### config.mk
export PLATFORM = sky130hd
export DESIGN_NAME = ps2_host_tx_flat
export DESIGN_NICKNAME = d
export VERILOG_FILES = /design/src/rtl/ps2_host_tx_if.sv /design/src/rtl/ps2_host_tx.sv /design/src/flat_wrapper.sv
export SDC_FILE = /design/constraint.sdc
export NUM_CORES = 1
export LEC_CHECK = 0
export CORE_MARGIN = 3
export CORE_UTILIZATION = 33
export DETAILED_ROUTE_END_ITERATION = 10
export PLACE_DENSITY_LB_ADDON = 0.08
export SLEW_MARGIN = 25
export SYNTH_ARGS = -nofsm -noshare
export SYNTH_HDL_FRONTEND = slang
export SYNTH_SLANG_ARGS = --single-unit
### constraint.sdc
create_clock -name clk_i -period 2.1 [get_ports clk_i]
set_clock_uncertainty 0.05 [all_clocks]
set_input_delay 0.42 -clock clk_i [delete_from_list [all_inputs] [get_ports clk_i]]
set_output_delay 0.42 -clock clk_i [all_outputs]
set_load 0.05 [all_outputs]
### src/rtl/ps2_host_tx_if.sv
// if_wb: minimal Wishbone classic bus bundle.
//   cyc, stb, we   - cycle, strobe and write-enable from the master
//   adr, dat_i     - address and write data from the master
//   dat_o, ack     - read data and single-cycle acknowledge from the slave
//   stall          - pipelined-mode stall from the slave
interface if_wb;
  logic        cyc;
  logic        stb;
  logic        we;
  logic [31:0] adr;
  logic [31:0] dat_i;
  logic [31:0] dat_o;
  logic        ack;
  logic        stall;

  modport slave (
    input  cyc, stb, we, adr, dat_i,
    output dat_o, ack, stall
  );

  modport master (
    output cyc, stb, we, adr, dat_i,
    input  dat_o, ack, stall
  );
endinterface

### src/rtl/ps2_host_tx.sv
// ps2_host_tx: host-to-device PS/2 transmitter with a Wishbone slave port.
// Software writes a command byte at adr[2]=0 and polls status at adr[2]=1.
// The block inhibits the bus, issues the start bit, shifts out 8 data bits,
// odd parity and stop on device-generated falling clock edges, then samples
// the device ack bit. tx_busy lets the receive path ignore our own traffic.
//
// Ports:
//   clk_i         system clock
//   rst_i         asynchronous reset, active low
//   bus           Wishbone slave (cyc, stb, we, adr[2], dat_i[7:0], dat_o, ack, stall)
//   ps2_clock     PS/2 clock pad input (asynchronous)
//   ps2_data      PS/2 data pad input (asynchronous)
//   ps2_clock_oe  1 = pull PS/2 clock low
//   ps2_data_oe   1 = pull PS/2 data low
//   tx_busy       transmit FSM not idle
//
// state     | meaning
// S_IDLE    | lines released, waiting for a byte
// S_INHIBIT | clock held low for INHIBIT_CYCLES
// S_SEND    | start bit on the line, shifting data/parity/stop on falling edges
// S_ACK     | data released, next falling edge samples the device ack
// S_DONE    | waiting for the device to release the clock
module ps2_host_tx #(
  parameter int unsigned INHIBIT_CYCLES = 5000,
  parameter int unsigned TIMEOUT_CYCLES = 1000000
) (
  input  logic clk_i,
  input  logic rst_i,
  if_wb.slave  bus,
  input  logic ps2_clock,
  input  logic ps2_data,
  output logic ps2_clock_oe,
  output logic ps2_data_oe,
  output logic tx_busy
);

  localparam int unsigned MAX_CYCLES =
    (TIMEOUT_CYCLES > INHIBIT_CYCLES) ? TIMEOUT_CYCLES : INHIBIT_CYCLES;
  localparam int TW = $clog2(MAX_CYCLES + 1);
  localparam logic [TW-1:0] INH_TC = TW'(INHIBIT_CYCLES - 1);
  localparam logic [TW-1:0] TMO_TC = TW'(TIMEOUT_CYCLES - 1);

  typedef enum logic [2:0] {
    S_IDLE,
    S_INHIBIT,
    S_SEND,
    S_ACK,
    S_DONE
  } state_t;

  state_t state_q, state_d;

  logic [2:0]    clk_sync_q;
  logic [2:0]    dat_sync_q;
  logic          clk_fall;

  logic          req_q;
  logic          we_q;
  logic          sel_q;
  logic [7:0]    wdat_q;
  logic          ack_q;
  logic [31:0]   dat_o_q;
  logic [31:0]   rdata;
  logic          wr_go;

  logic [9:0]    shreg_q, shreg_d;
  logic [3:0]    cnt_q, cnt_d;
  logic [TW-1:0] timer_q, timer_d;
  logic          clk_oe_q, clk_oe_d;
  logic          dat_oe_q, dat_oe_d;
  logic          ack_ok_q, ack_ok_d;
  logic          nack_q, nack_d;
  logic          timeout_q, timeout_d;
  logic          overrun_q, overrun_d;
  logic [7:0]    last_q, last_d;

  logic          unused_bus;
  assign unused_bus = ^{bus.adr[31:3], bus.adr[1:0], bus.dat_i[31:8]};

  // Pad synchronizers; reset to the idle-high line level.
  always_ff @(posedge clk_i or negedge rst_i) begin
    if (!rst_i) begin
      clk_sync_q <= 3'b111;
      dat_sync_q <= 3'b111;
    end else begin
      clk_sync_q <= {clk_sync_q[1:0], ps2_clock};
      dat_sync_q <= {dat_sync_q[1:0], ps2_data};
    end
  end

  assign clk_fall = (clk_sync_q[2:1] == 2'b10);

  // Wishbone: latch the request, answer one cycle later. A new request is
  // not taken while one is pending or being acked, since the master keeps
  // stb high until it sees ack.
  always_ff @(posedge clk_i or negedge rst_i) begin
    if (!rst_i) begin
      req_q   <= 1'b0;
      we_q    <= 1'b0;
      sel_q   <= 1'b0;
      wdat_q  <= 8'h00;
      ack_q   <= 1'b0;
      dat_o_q <= 32'h0;
    end else begin
      ack_q <= 1'b0;
      if (req_q) begin
        req_q   <= 1'b0;
        ack_q   <= 1'b1;
        dat_o_q <= rdata;
      end else if (bus.cyc && bus.stb && !ack_q) begin
        req_q  <= 1'b1;
        we_q   <= bus.we;
        sel_q  <= bus.adr[2];
        wdat_q <= bus.dat_i[7:0];
      end
    end
  end

  // Read data comes from current register values, so a read that lands on
  // a flag update returns the value before the update.
  assign rdata = sel_q ? {27'h0, overrun_q, timeout_q, nack_q, ack_ok_q, tx_busy}
                       : {24'h0, last_q};

  assign wr_go     = req_q && we_q && !sel_q;
  assign bus.ack   = ack_q;
  assign bus.dat_o = dat_o_q;
  assign bus.stall = 1'b0;

  always_ff @(posedge clk_i or negedge rst_i) begin
    if (!rst_i) begin
      state_q   <= S_IDLE;
      shreg_q   <= 10'h0;
      cnt_q     <= 4'h0;
      timer_q   <= '0;
      clk_oe_q  <= 1'b0;
      dat_oe_q  <= 1'b0;
      ack_ok_q  <= 1'b0;
      nack_q    <= 1'b0;
      timeout_q <= 1'b0;
      overrun_q <= 1'b0;
      last_q    <= 8'h00;
    end else begin
      state_q   <= state_d;
      shreg_q   <= shreg_d;
      cnt_q     <= cnt_d;
      timer_q   <= timer_d;
      clk_oe_q  <= clk_oe_d;
      dat_oe_q  <= dat_oe_d;
      ack_ok_q  <= ack_ok_d;
      nack_q    <= nack_d;
      timeout_q <= timeout_d;
      overrun_q <= overrun_d;
      last_q    <= last_d;
    end
  end

  always_comb begin
    state_d   = state_q;
    shreg_d   = shreg_q;
    cnt_d     = cnt_q;
    timer_d   = timer_q;
    clk_oe_d  = clk_oe_q;
    dat_oe_d  = dat_oe_q;
    ack_ok_d  = ack_ok_q;
    nack_d    = nack_q;
    timeout_d = timeout_q;
    overrun_d = overrun_q;
    last_d    = last_q;

    if (wr_go) begin
      if (state_q == S_IDLE) begin
        last_d    = wdat_q;
        shreg_d   = {1'b1, ~^wdat_q, wdat_q};
        ack_ok_d  = 1'b0;
        nack_d    = 1'b0;
        timeout_d = 1'b0;
        overrun_d = 1'b0;
        cnt_d     = 4'h0;
        timer_d   = '0;
        clk_oe_d  = 1'b1;
        dat_oe_d  = 1'b0;
        state_d   = S_INHIBIT;
      end else begin
        overrun_d = 1'b1;
      end
    end

    case (state_q)
      S_IDLE: begin
      end

      S_INHIBIT: begin
        if (timer_q == INH_TC) begin
          clk_oe_d = 1'b0;
          dat_oe_d = 1'b1;
          timer_d  = '0;
          state_d  = S_SEND;
        end else begin
          timer_d = timer_q + 1'b1;
        end
      end

      S_SEND, S_ACK, S_DONE: begin
        // Terminal count has priority over a coincident clock edge.
        if (timer_q == TMO_TC) begin
          timeout_d = 1'b1;
          clk_oe_d  = 1'b0;
          dat_oe_d  = 1'b0;
          state_d   = S_IDLE;
        end else begin
          timer_d = timer_q + 1'b1;
          if (state_q == S_SEND) begin
            if (clk_fall) begin
              dat_oe_d = ~shreg_q[0];
              shreg_d  = {1'b0, shreg_q[9:1]};
              cnt_d    = cnt_q + 4'd1;
              if (cnt_q == 4'd9) begin
                state_d = S_ACK;
              end
            end
          end else if (state_q == S_ACK) begin
            dat_oe_d = 1'b0;
            if (clk_fall) begin
              ack_ok_d = ~dat_sync_q[2];
              nack_d   = dat_sync_q[2];
              state_d  = S_DONE;
            end
          end else begin
            if (clk_sync_q[2]) begin
              state_d = S_IDLE;
            end
          end
        end
      end

      default: begin
        state_d = S_IDLE;
      end
    endcase
  end

  assign ps2_clock_oe = clk_oe_q;
  assign ps2_data_oe  = dat_oe_q;
  assign tx_busy      = (state_q != S_IDLE);

endmodule

### src/flat_wrapper.sv
// flat-port wrapper written by rule: the top's interface ports become plain ports
module ps2_host_tx_flat 
#(
  parameter int unsigned INHIBIT_CYCLES = 5000,
  parameter int unsigned TIMEOUT_CYCLES = 1000000
)
  (clk_i, rst_i, ps2_clock, ps2_data, ps2_clock_oe, ps2_data_oe, tx_busy, bus_cyc, bus_stb, bus_we, bus_adr, bus_dat_i, bus_dat_o, bus_ack, bus_stall);
  if_wb bus_i ();
  input  logic clk_i;
  input  logic rst_i;
  input  logic ps2_clock;
  input  logic ps2_data;
  output logic ps2_clock_oe;
  output logic ps2_data_oe;
  output logic tx_busy;
  input wire logic [$bits(bus_i.cyc)-1:0] bus_cyc;
  input wire logic [$bits(bus_i.stb)-1:0] bus_stb;
  input wire logic [$bits(bus_i.we)-1:0] bus_we;
  input wire logic [$bits(bus_i.adr)-1:0] bus_adr;
  input wire logic [$bits(bus_i.dat_i)-1:0] bus_dat_i;
  output wire logic [$bits(bus_i.dat_o)-1:0] bus_dat_o;
  output wire logic [$bits(bus_i.ack)-1:0] bus_ack;
  output wire logic [$bits(bus_i.stall)-1:0] bus_stall;
  assign bus_i.cyc = bus_cyc;
  assign bus_i.stb = bus_stb;
  assign bus_i.we = bus_we;
  assign bus_i.adr = bus_adr;
  assign bus_i.dat_i = bus_dat_i;
  assign bus_dat_o = bus_i.dat_o;
  assign bus_ack = bus_i.ack;
  assign bus_stall = bus_i.stall;
  ps2_host_tx #(.INHIBIT_CYCLES(INHIBIT_CYCLES), .TIMEOUT_CYCLES(TIMEOUT_CYCLES)) u_core (.clk_i(clk_i), .rst_i(rst_i), .bus(bus_i), .ps2_clock(ps2_clock), .ps2_data(ps2_data), .ps2_clock_oe(ps2_clock_oe), .ps2_data_oe(ps2_data_oe), .tx_busy(tx_busy));
endmodule
# Word level (Yosys, flattened, before mapping)
# Index checks and enable logic that the tools add are counted.
[classes]
n_eq_ne = 8
muxes = 64
add_sub_neg = 2
reduce_logical = 12
n_bitwise = 3
[op_table]
columns = ["operator", "n"]
rows = [
  ["2-to-1 mux 20 bit", 4],
  ["2-to-1 mux 10 bit", 6],
  ["case mux 20 bit (2 select lines)", 1],
  ["2-to-1 mux 1 bit", 33],
  ["2-to-1 mux 3 bit", 10],
  ["2-to-1 mux 4 bit", 6],
  ["adder 20 x 1 -> 20 bit, second input constant", 1],
  ["equality test 20 x 13 -> 1 bit, second input constant", 1],
  ["equality test 20 bit, second input constant", 1],
  ["case mux 3 bit (3 select lines)", 1],
  ["2-to-1 mux 8 bit", 1],
  ["XNOR reduction 8 bit", 1],
  ["equality test 3 x 2 -> 1 bit, second input constant", 2],
  ["adder 4 x 1 -> 4 bit, second input constant", 1],
  ["equality test 4 bit, second input constant", 1],
  ["logical AND 1 bit", 4],
  ["case mux 1 bit (2 select lines)", 2],
  ["AND reduction 2 bit", 2],
  ["equality test 3 x 1 -> 1 bit, second input constant", 1],
  ["equality test 3 bit, second input constant", 1],
  ["logical NOT 3 bit", 1],
  ["NOT 1 bit", 3],
  ["nonzero test 3 bit", 1],
  ["OR reduction 3 bit", 1],
  ["2 further kinds", 3],
]
[totals]
inputBits = 71
regBits = 101
wordCells = 108

# Longest topological paths before layout
# Gate-level depths: netlist of the first run.
[logic_depth]
word_depth = 8
mapped_depth = 8
mapped_depth_nobuf = 7

# Worst setup path before layout of the first run
# OpenSTA, ideal clock, no wires.
[synth_timing]
path_type = "register to register"
from = "register u_core.timer_q[6]"
to = "register u_core.shreg_q[3]"
period_less_slack_ns = 2.239
required_time_ns = 1.924
stages_incl_launch_ff = 6
slack_ns = -0.139
arrival_ns = 2.063
path_cell_list = "dfrtp_1 > or4b_4 > or2_4 > o311a_4 > buf_6 > a221o_1"
[synth_between]
elab_chain_len = 3
[synth_lines]
columns = ["item", "line_no", "text"]
rows = [
  ["start: declaration", "ps2_host_tx.sv:68", "logic [TW-1:0] timer_q, timer_d;"],
  ["start signal: assignment", "ps2_host_tx.sv:146", "timer_q <= timer_d;"],
  ["equality test 20 bit", "ps2_host_tx.sv:205", "if (timer_q == TMO_TC) begin"],
  ["2-to-1 mux 10 bit", "ps2_host_tx.sv:205", ""],
  ["2-to-1 mux 10 bit", "ps2_host_tx.sv:188", "case (state_q)"],
  ["via u_core.shreg_d[3]", "ps2_host_tx.sv:66", "logic [9:0] shreg_q, shreg_d;"],
  ["end signal: assignment", "ps2_host_tx.sv:144", "shreg_q <= shreg_d;"],
  ["end: declaration", "ps2_host_tx.sv:66", ""],
]
# The timed path passes the listed nets, and every way through them passes these cells.
# A chain may end at the register's enable or synchronous reset.

# Worst setup path after layout of the first run
[layout_timing]
from = "register u_core.timer_q[10]"
to = "register u_core.timer_q[8]"
[layout_between]
elab_chain_len = 3
[layout_lines]
columns = ["item", "line_no"]
rows = [
  ["equality test 20 bit / equality test 20 x 13 -> 1 bit (equally long branches)", "ps2_host_tx.sv:205, ps2_host_tx.sv:193"],
  ["2-to-1 mux 20 bit (on tied branches)", "ps2_host_tx.sv:205, ps2_host_tx.sv:193"],
  ["case mux 20 bit (2 select lines) *", "ps2_host_tx.sv:188"],
  ["via u_core.timer_d[8]", "ps2_host_tx.sv:68"],
]
# Mark *: on every way through the listed nets, which the timed path passes. The rest lies on a longest branch.

==> impl_metrics.csv, run 1 <==
group,metric,value,unit
flow_run,maxCapViolCount,0,
timing,finalCritPeriodShare,1.060,
finish,syn_to_final_growth,34.70,%
synth,ys_types,60,
setup_path,cp_max_fo,7,
clocking,cts_htree_levels,3,
place,dpl.hpwl,6.680,mm
place,gp_congestion,0.8136,
timing,setup_ws,-0.1264,ns
route,via_count,3008,
place,io_buffers,27,
route,antenna_left,0,
setup_path,cp-start-kind,"flip-flop",
floorplan,fp-row-count,39,
route,drt_iter0_markers,96,
run_status,violations,"setup timing",
grt,grt_pass1_vias,3101,
finish,diodes,0,
route,viasPerCell,4.899,
place,place_ws,-0.3233,ns
synth,synth_top_family_by_area,"simple AND/OR/NAND/NOR gates",
synth,ys.flop_type,"dfrtp_1",
synth,async_flop_share,1.000,
finish,fillCellCount,1097,
run_status,status,"complete, but fails checks",
floorplan,die_x,115.1,um
synth,yosys_warnings,0,
synth,synth_fa_ha_area_frac,0.009560,
timing,hold_violations,0,
worst_hold_path,hold_class,"flip-flop to flip-flop",
setup_path,critPathTopFamily,"simple AND/OR/NAND/NOR gates",
timing,setup_viol,33,
clocking,clk_pin_slew,0.06,ns
grt,gr-total-overflow,0,
timing,worstMarginPinSlew,0.4988,ns
grt,grt_max_degree,41,
floorplan,core_area,0.01152,sq mm
synth,ys_ff_latch,77,
route,drt-pass1-iter-count,4,
finish,layout.nets,540,
place,dpl_cell_area,0.004707,sq mm
route,wl_per_cell,15.18,um
clocking,root_buffer,"clkbuf_16",
timing,rsz0062_at_grt,"true",
place,placed_cells,591,
timing,setup-tns-final,-2.104,ns
timing,min_period,2.226,ns
synth,synthCells,376,
setup_path,cp.arrival,2.40,ns
route,drt_wl_total,9.321,mm
synth,synth_seq_area_share,0.4927,
clocking,clk_latency,0.34,ns
synth,synth_compound_area_frac,0.1450,
synth,synth.cell_area,0.003926,sq mm
synth,synthXorXnorAreaFrac,0.02900,
setup_path,cp-end-kind,"flip-flop",
finish,stdcell_area,0.005289,sq mm
floorplan,pin_count,108,
synth,synth_simple_gate_area_frac,0.1871,
floorplan,die_height,115.1,um
grt,antenna_found_initial,0,
finish,drive_gt1_frac,0.3121,
floorplan,initial_core_util,0.3409,
pwr,powerDensity,1046,mW/mm^2
synth,synth-edff-count,0,
synth,avgSynthCellArea,10.44,sq um
floorplan,dieArea,0.01324,sq mm
pwr,ir_drop,0.5370,mV
setup_path,r2r_slack,-0.13,ns
synth,synth_mux_area_frac,0.05481,
setup_path,cpMostUsedCell,"buf_6",
timing,drv_slew,0,
clocking,clock_path_buffers,2,
clocking,cts_tree,"done",
finish,layout_common_cells,"71 x dfrtp_1, 60 x buf_4, 31 x nand2_1",
clocking,cts_inserted_buffers,9,
pwr,p_leak,2.479,nW
setup_path,crit_slowest_cell,"or4b_4",
setup_path,worstPathRequired,2.27,ns
setup_path,cp.buffers_inverters,3,
setup_path,crit_chain,"or4b_4, buf_6, nor4_4, a31oi_2, buf_6, buf_6, o22ai_2, nand2_1",
finish,instances_no_fill,614,
finish,layout_commonest_cell,"dfrtp_1",
setup_path,crit_type,"flip-flop to flip-flop",
setup_path,cp_slowest_stage_delay,0.55,ns
grt,grt_pass1_wl,15.77,mm
route,drc,0,
grt,grt_use_total,0.1548,
clocking,cts_sinks,77,
timing,maxSlewHeadroom,0.6664,
timing,fmax,449.1,MHz
## routing by layer
| layer | global-route usage | wire, um | vias up |
|---|---|---|---|
| li1 | - | - | 1488 |
| met1 | 0.1944 | 4184 | 1451 |
| met2 | 0.2573 | 4671 | 56 |
| met3 | 0.03789 | 307 | 13 |
| met4 | 0.06025 | 158 | 0 |
| met5 | 0 | 0 | - |
## report_power, final
| part | internal (W) | total (W) | switching, W | leakage [nW] |
|---|---|---|---|---|
| registers | 0.00182 | 0.00201 | 0.000195 | 0.984 |
| logic | 0.000825 | 0.00184 | 0.00102 | 1.34 |
| clock network | 0.00105 | 0.00168 | 0.000629 | 0.154 |
## area by class of cell
type                    count  area, sq um  share of cell area
repair buffers             98        872.1              0.1649
well taps                 143        178.9             0.03383
flip-flops and latches     77         1934              0.3657
multi-input cells         270         1943              0.3674
clock buffers              10        229.0             0.04329
inverters                  10        37.54            0.007097
clock inverters             6        93.84             0.01774
## flip-flops by register name, indices dropped and copies added, names as in the netlist, 3 cells and up
| signal | count |
|---|---|
| u_core.bus.dat_o | 8 |
| u_core.clk_sync_q | 3 |
| u_core.cnt_q | 4 |
| u_core.dat_sync_q | 3 |
| u_core.last_q | 8 |
| u_core.shreg_q | 10 |
| u_core.state_q | 3 |
| u_core.timer_q | 20 |
| u_core.wdat_q | 8 |
## worst paths after layout
check / startpoint / cells past startpoint / to
min in group asynchronous: rst_i / 2 / u_core.bus.dat_o[5]$_DFFE_PN0P_
min reg2reg: u_core.dat_sync_q[0]$_DFF_PN1_ / 0 / u_core.dat_sync_q[1]$_DFF_PN1_
max in group asynchronous: rst_i / 3 / u_core.dat_sync_q[0]$_DFF_PN1_
min: u_core.dat_sync_q[0]$_DFF_PN1_ / 0 / u_core.dat_sync_q[1]$_DFF_PN1_
max: u_core.timer_q[10]$_DFF_PN0_ / 8 / u_core.timer_q[8]$_DFF_PN0_
max reg2reg: u_core.timer_q[10]$_DFF_PN0_ / 8 / u_core.timer_q[8]$_DFF_PN0_
## cell families after synthesis
logic type,Yosys count
mux,20
simple gates,137
flops,77
other cells,1
xor+xnor,13
buf+inv,53
compound gates,72
fa+ha+maj,3
## synthesized netlist by cell type, drive strengths merged (2+ instances only)
master   instances  share of area
nand4            3         0.0048
clkbuf          14          0.015
or4b             2         0.0061
nor2b            3         0.0048
dfstp            6          0.040
nor2            22          0.022
a21o             8          0.015
o2bb2ai          7          0.016
dfrtp           71           0.45
nand3b           4         0.0076
o22ai           11          0.018
or3              3         0.0048
and2             6         0.0099
o211ai           2         0.0038
buf             29          0.056
a22o             2         0.0045
nor3            14          0.021
nor4b            2         0.0045
or2              3         0.0054
xnor2           12          0.027
and3            11          0.018
o21a             2         0.0038
mux2i            8          0.020
mux2            12          0.034
ha               3         0.0096
a21oi            7         0.0089
nand2           31          0.030
a21boi           2         0.0038
nand3           22          0.028
o31a             4         0.0092
nor4             4         0.0064
o21ai           12          0.015
a221o            8          0.021
nand2b           2         0.0032
inv             10         0.0096
## timing repair
item                                    in CTS  in global routing
setup buffers                                7                  2
hold buffers                                 1                  0
endpoints found under the hold margin       13                  0
endpoints found under the setup margin      38                 43
resized for setup                           22                 23
pin swaps                                   17                 22
## worst register-to-register path, cell delays in order, from the launching register on
cell,delay (ns)
dfrtp_1,0.38
or4b_4,0.55
buf_6,0.14
nor4_4,0.30
a31oi_2,0.15
buf_6,0.17
buf_6,0.14
o22ai_2,0.16
nand2_1,0.07
## metrics by stage
step                      total power (W)    util  hold slack (ns)
after global routing             0.005861  0.4593           0.3088
after CTS                        0.005500  0.4494           0.3060
final                            0.005534  0.4593           0.3051
after floorplan                  0.003101       -          0.07441
after detailed placement         0.003699  0.4087           0.2518
after global placement           0.003680  0.4087           0.2466
(Power assumes the default switching activity.)
==> run 2, diff against run 1 <==
- clock period: 2.1 -> 2.5 ns (I/O delays scaled with it)
==> run 2 against run 1 <==
Net effect: critical path type unchanged; critical path depth unchanged; largest cell class is now sequential cells; final cell count decreased by 5.7%; hold slack got worse by 0.23 ns; setup slack improved by 0.30 ns; sequential power decreased by 16%; die area unchanged; largest power group unchanged; global-route usage decreased by 0.39 points; core utilization decreased by 4.6 points; the run now ends clean; non-clock buffer count decreased by 35.
==> impl_metrics.csv, run 2 (synthesis results as in run 1) <==
group,metric,value,unit
place,place_ws,0.04671,ns
run_status,status,"finished, final reports clean",
finish,layout_commonest_cell,"dfrtp_1",
finish,layout.nets,505,
grt,grt_pass1_vias,2920,
route,via_count,2873,
timing,drv_slew,0,
route,drt_iter0_markers,171,
route,viasPerCell,4.962,
clocking,root_buffer,"clkbuf_16",
timing,rsz0062_at_grt,"false",
timing,worstMarginPinSlew,0.5308,ns
setup_path,cp.arrival,2.50,ns
clocking,cts_sinks,77,
floorplan,dieArea,0.01324,sq mm
setup_path,reg2regPathDepth,8,
finish,layout_common_cells,"71 x dfrtp_1, 38 x buf_4, 31 x nand2_1",
floorplan,core_area,0.01152,sq mm
finish,syn_to_final_growth,21.13,%
timing,setup_viol,0,
floorplan,fp-row-count,39,
setup_path,cp-start-kind,"flip-flop",
timing,fmax,430.0,MHz
setup_path,cp-end-kind,"flip-flop",
finish,largest_reg_flops,20,
timing,setup_ws,0.1743,ns
route,drc,0,
setup_path,r2r_slack,0.17,ns
setup_path,cp_max_fo,13,
clocking,cts_hold_buf,0,
flow_run,maxCapViolCount,0,
pwr,p_leak,2.200,nW
pwr,powerDensity,914.5,mW/mm^2
timing,finalCritPeriodShare,0.9303,
timing,min_period,2.326,ns
timing,setup-tns-final,0,ns
place,dpl.hpwl,6.447,mm
finish,reg.largest.list,"u_core.timer_q (20), u_core.shreg_q (10)",
route,wl_per_cell,15.57,um
grt,grt_use_total,0.1509,
grt,gr-total-overflow,0,
route,drt-pass1-iter-count,4,
setup_path,worstPathRequired,2.68,ns
finish,regMostFlops,"u_core.timer_q",
worst_hold_path,hold_class,"input port to async pin",
clocking,clock_path_buffers,2,
clocking,clk_pin_slew,0.06,ns
place,gp_congestion,0.7749,
setup_path,crit_path_start,"u_core.timer_q[0]$_DFF_PN0_",
setup_path,cpMostUsedCell,"buf_4",
timing,hold_violations,0,
clocking,cts_tree,"done",
clocking,cts_inserted_buffers,9,
grt,grt_pass1_wl,15.34,mm
setup_path,cp_slowest_stage_delay,0.63,ns
timing,maxSlewHeadroom,0.6453,
grt,grt_max_degree,40,
finish,fillCellCount,1130,
grt,antenna_found_initial,0,
finish,diodes,0,
setup_path,reg2reg_from,"u_core.timer_q[0]$_DFF_PN0_",
finish,drive_gt1_frac,0.2110,
route,drt_wl_total,9.013,mm
place,io_buffers,27,
setup_path,reg2reg_to,"u_core.timer_q[15]$_DFF_PN0_",
setup_path,crit_type,"flip-flop to flip-flop",
setup_path,cp-endpoint,"u_core.timer_q[15]$_DFF_PN0_",
clocking,cts_htree_levels,3,
setup_path,crit_chain,"ha_1, or4b_2, nor4_2, a31oi_1, buf_4, nor2_2, buf_4, o211ai_1",
clocking,post_cts_buffers,0,
pwr,ir_drop,0.3953,mV
floorplan,die_x,115.1,um
floorplan,pin_count,108,
setup_path,crit_slowest_cell,"or4b_2",
route,antenna_left,0,
clocking,clk_latency,0.35,ns
floorplan,initial_core_util,0.3409,
floorplan,die_height,115.1,um
[run 2: report_power, final]
part           leakage [nW]  internal [W]  switching (W)
registers             0.984       0.00153       0.000164
clock network         0.146      0.000778       0.000542
logic                  1.07      0.000552       0.000786
[run 2: layer usage]
metal	GRT usage	part of all wire
met4	0.06182	0.012
met2	0.2203	0.46
met1	0.2107	0.48
met5	0	0
met3	0.04263	0.049
[run 2: how the worst min path moves through the flow]
stage                                      endpoint  cells past startpoint
finish              u_core.bus.dat_o[5]$_DFFE_PN0P_                      1
global route        u_core.bus.dat_o[5]$_DFFE_PN0P_                      1
CTS                    u_core.last_q[7]$_DFFE_PN0P_                      1
detailed placement   u_core.clk_sync_q[1]$_DFF_PN1_                      0
global placement     u_core.dat_sync_q[1]$_DFF_PN1_                      0
floorplan                 u_core.ack_ok_q$_DFF_PN0_                      0
[run 2: critical path, delay by kind of cell (launching register included)]
kind            cells  cell delay [ns]
buf+inv             2             0.38
fa+ha+maj           1             0.18
compound gates      2             0.26
flops               1             0.35
simple gates        3             0.99
[run 2: layout make-up]
class                      count  area, sq um  area share
sequential                    77         1934      0.4067
multi-input combinational    270         1770      0.3723
timing repair buffer          63        535.5      0.1126
clock buffer                   9        225.2     0.04736
tap                          143        178.9     0.03762
clock inverter                 7        73.82     0.01552
inverter                      10        37.54    0.007893
[run 2: through the flow]
step / instance area (sq um) / hold slack [ns] / util / instances / total power (W)
finish: 4756 / 0.07421 / 0.4130 / 579 / 0.004349
floorplan: 4016 / 0.1544 / - / 400 / 0.002601
CTS: 4750 / 0.08599 / 0.4124 / 579 / 0.004417
global route: 4756 / 0.1063 / 0.4130 / 579 / 0.004619
global placement: 4451 / 0.2974 / 0.3865 / 563 / 0.003053
detailed placement: 4451 / 0.2973 / 0.3865 / 563 / 0.003066
[run 2: repair_timing]
action | in CTS | in global routing
gates resized for setup | 0 | 1
setup endpoints to repair | 0 | 10
endpoints found under the hold margin | 0 | 0
==> run 3, diff against run 2 <==
- CTS_CLUSTER_SIZE: not set -> 16
==> results of run 3 <==
Final layout, timing and power as in run 2 (identical DEF).
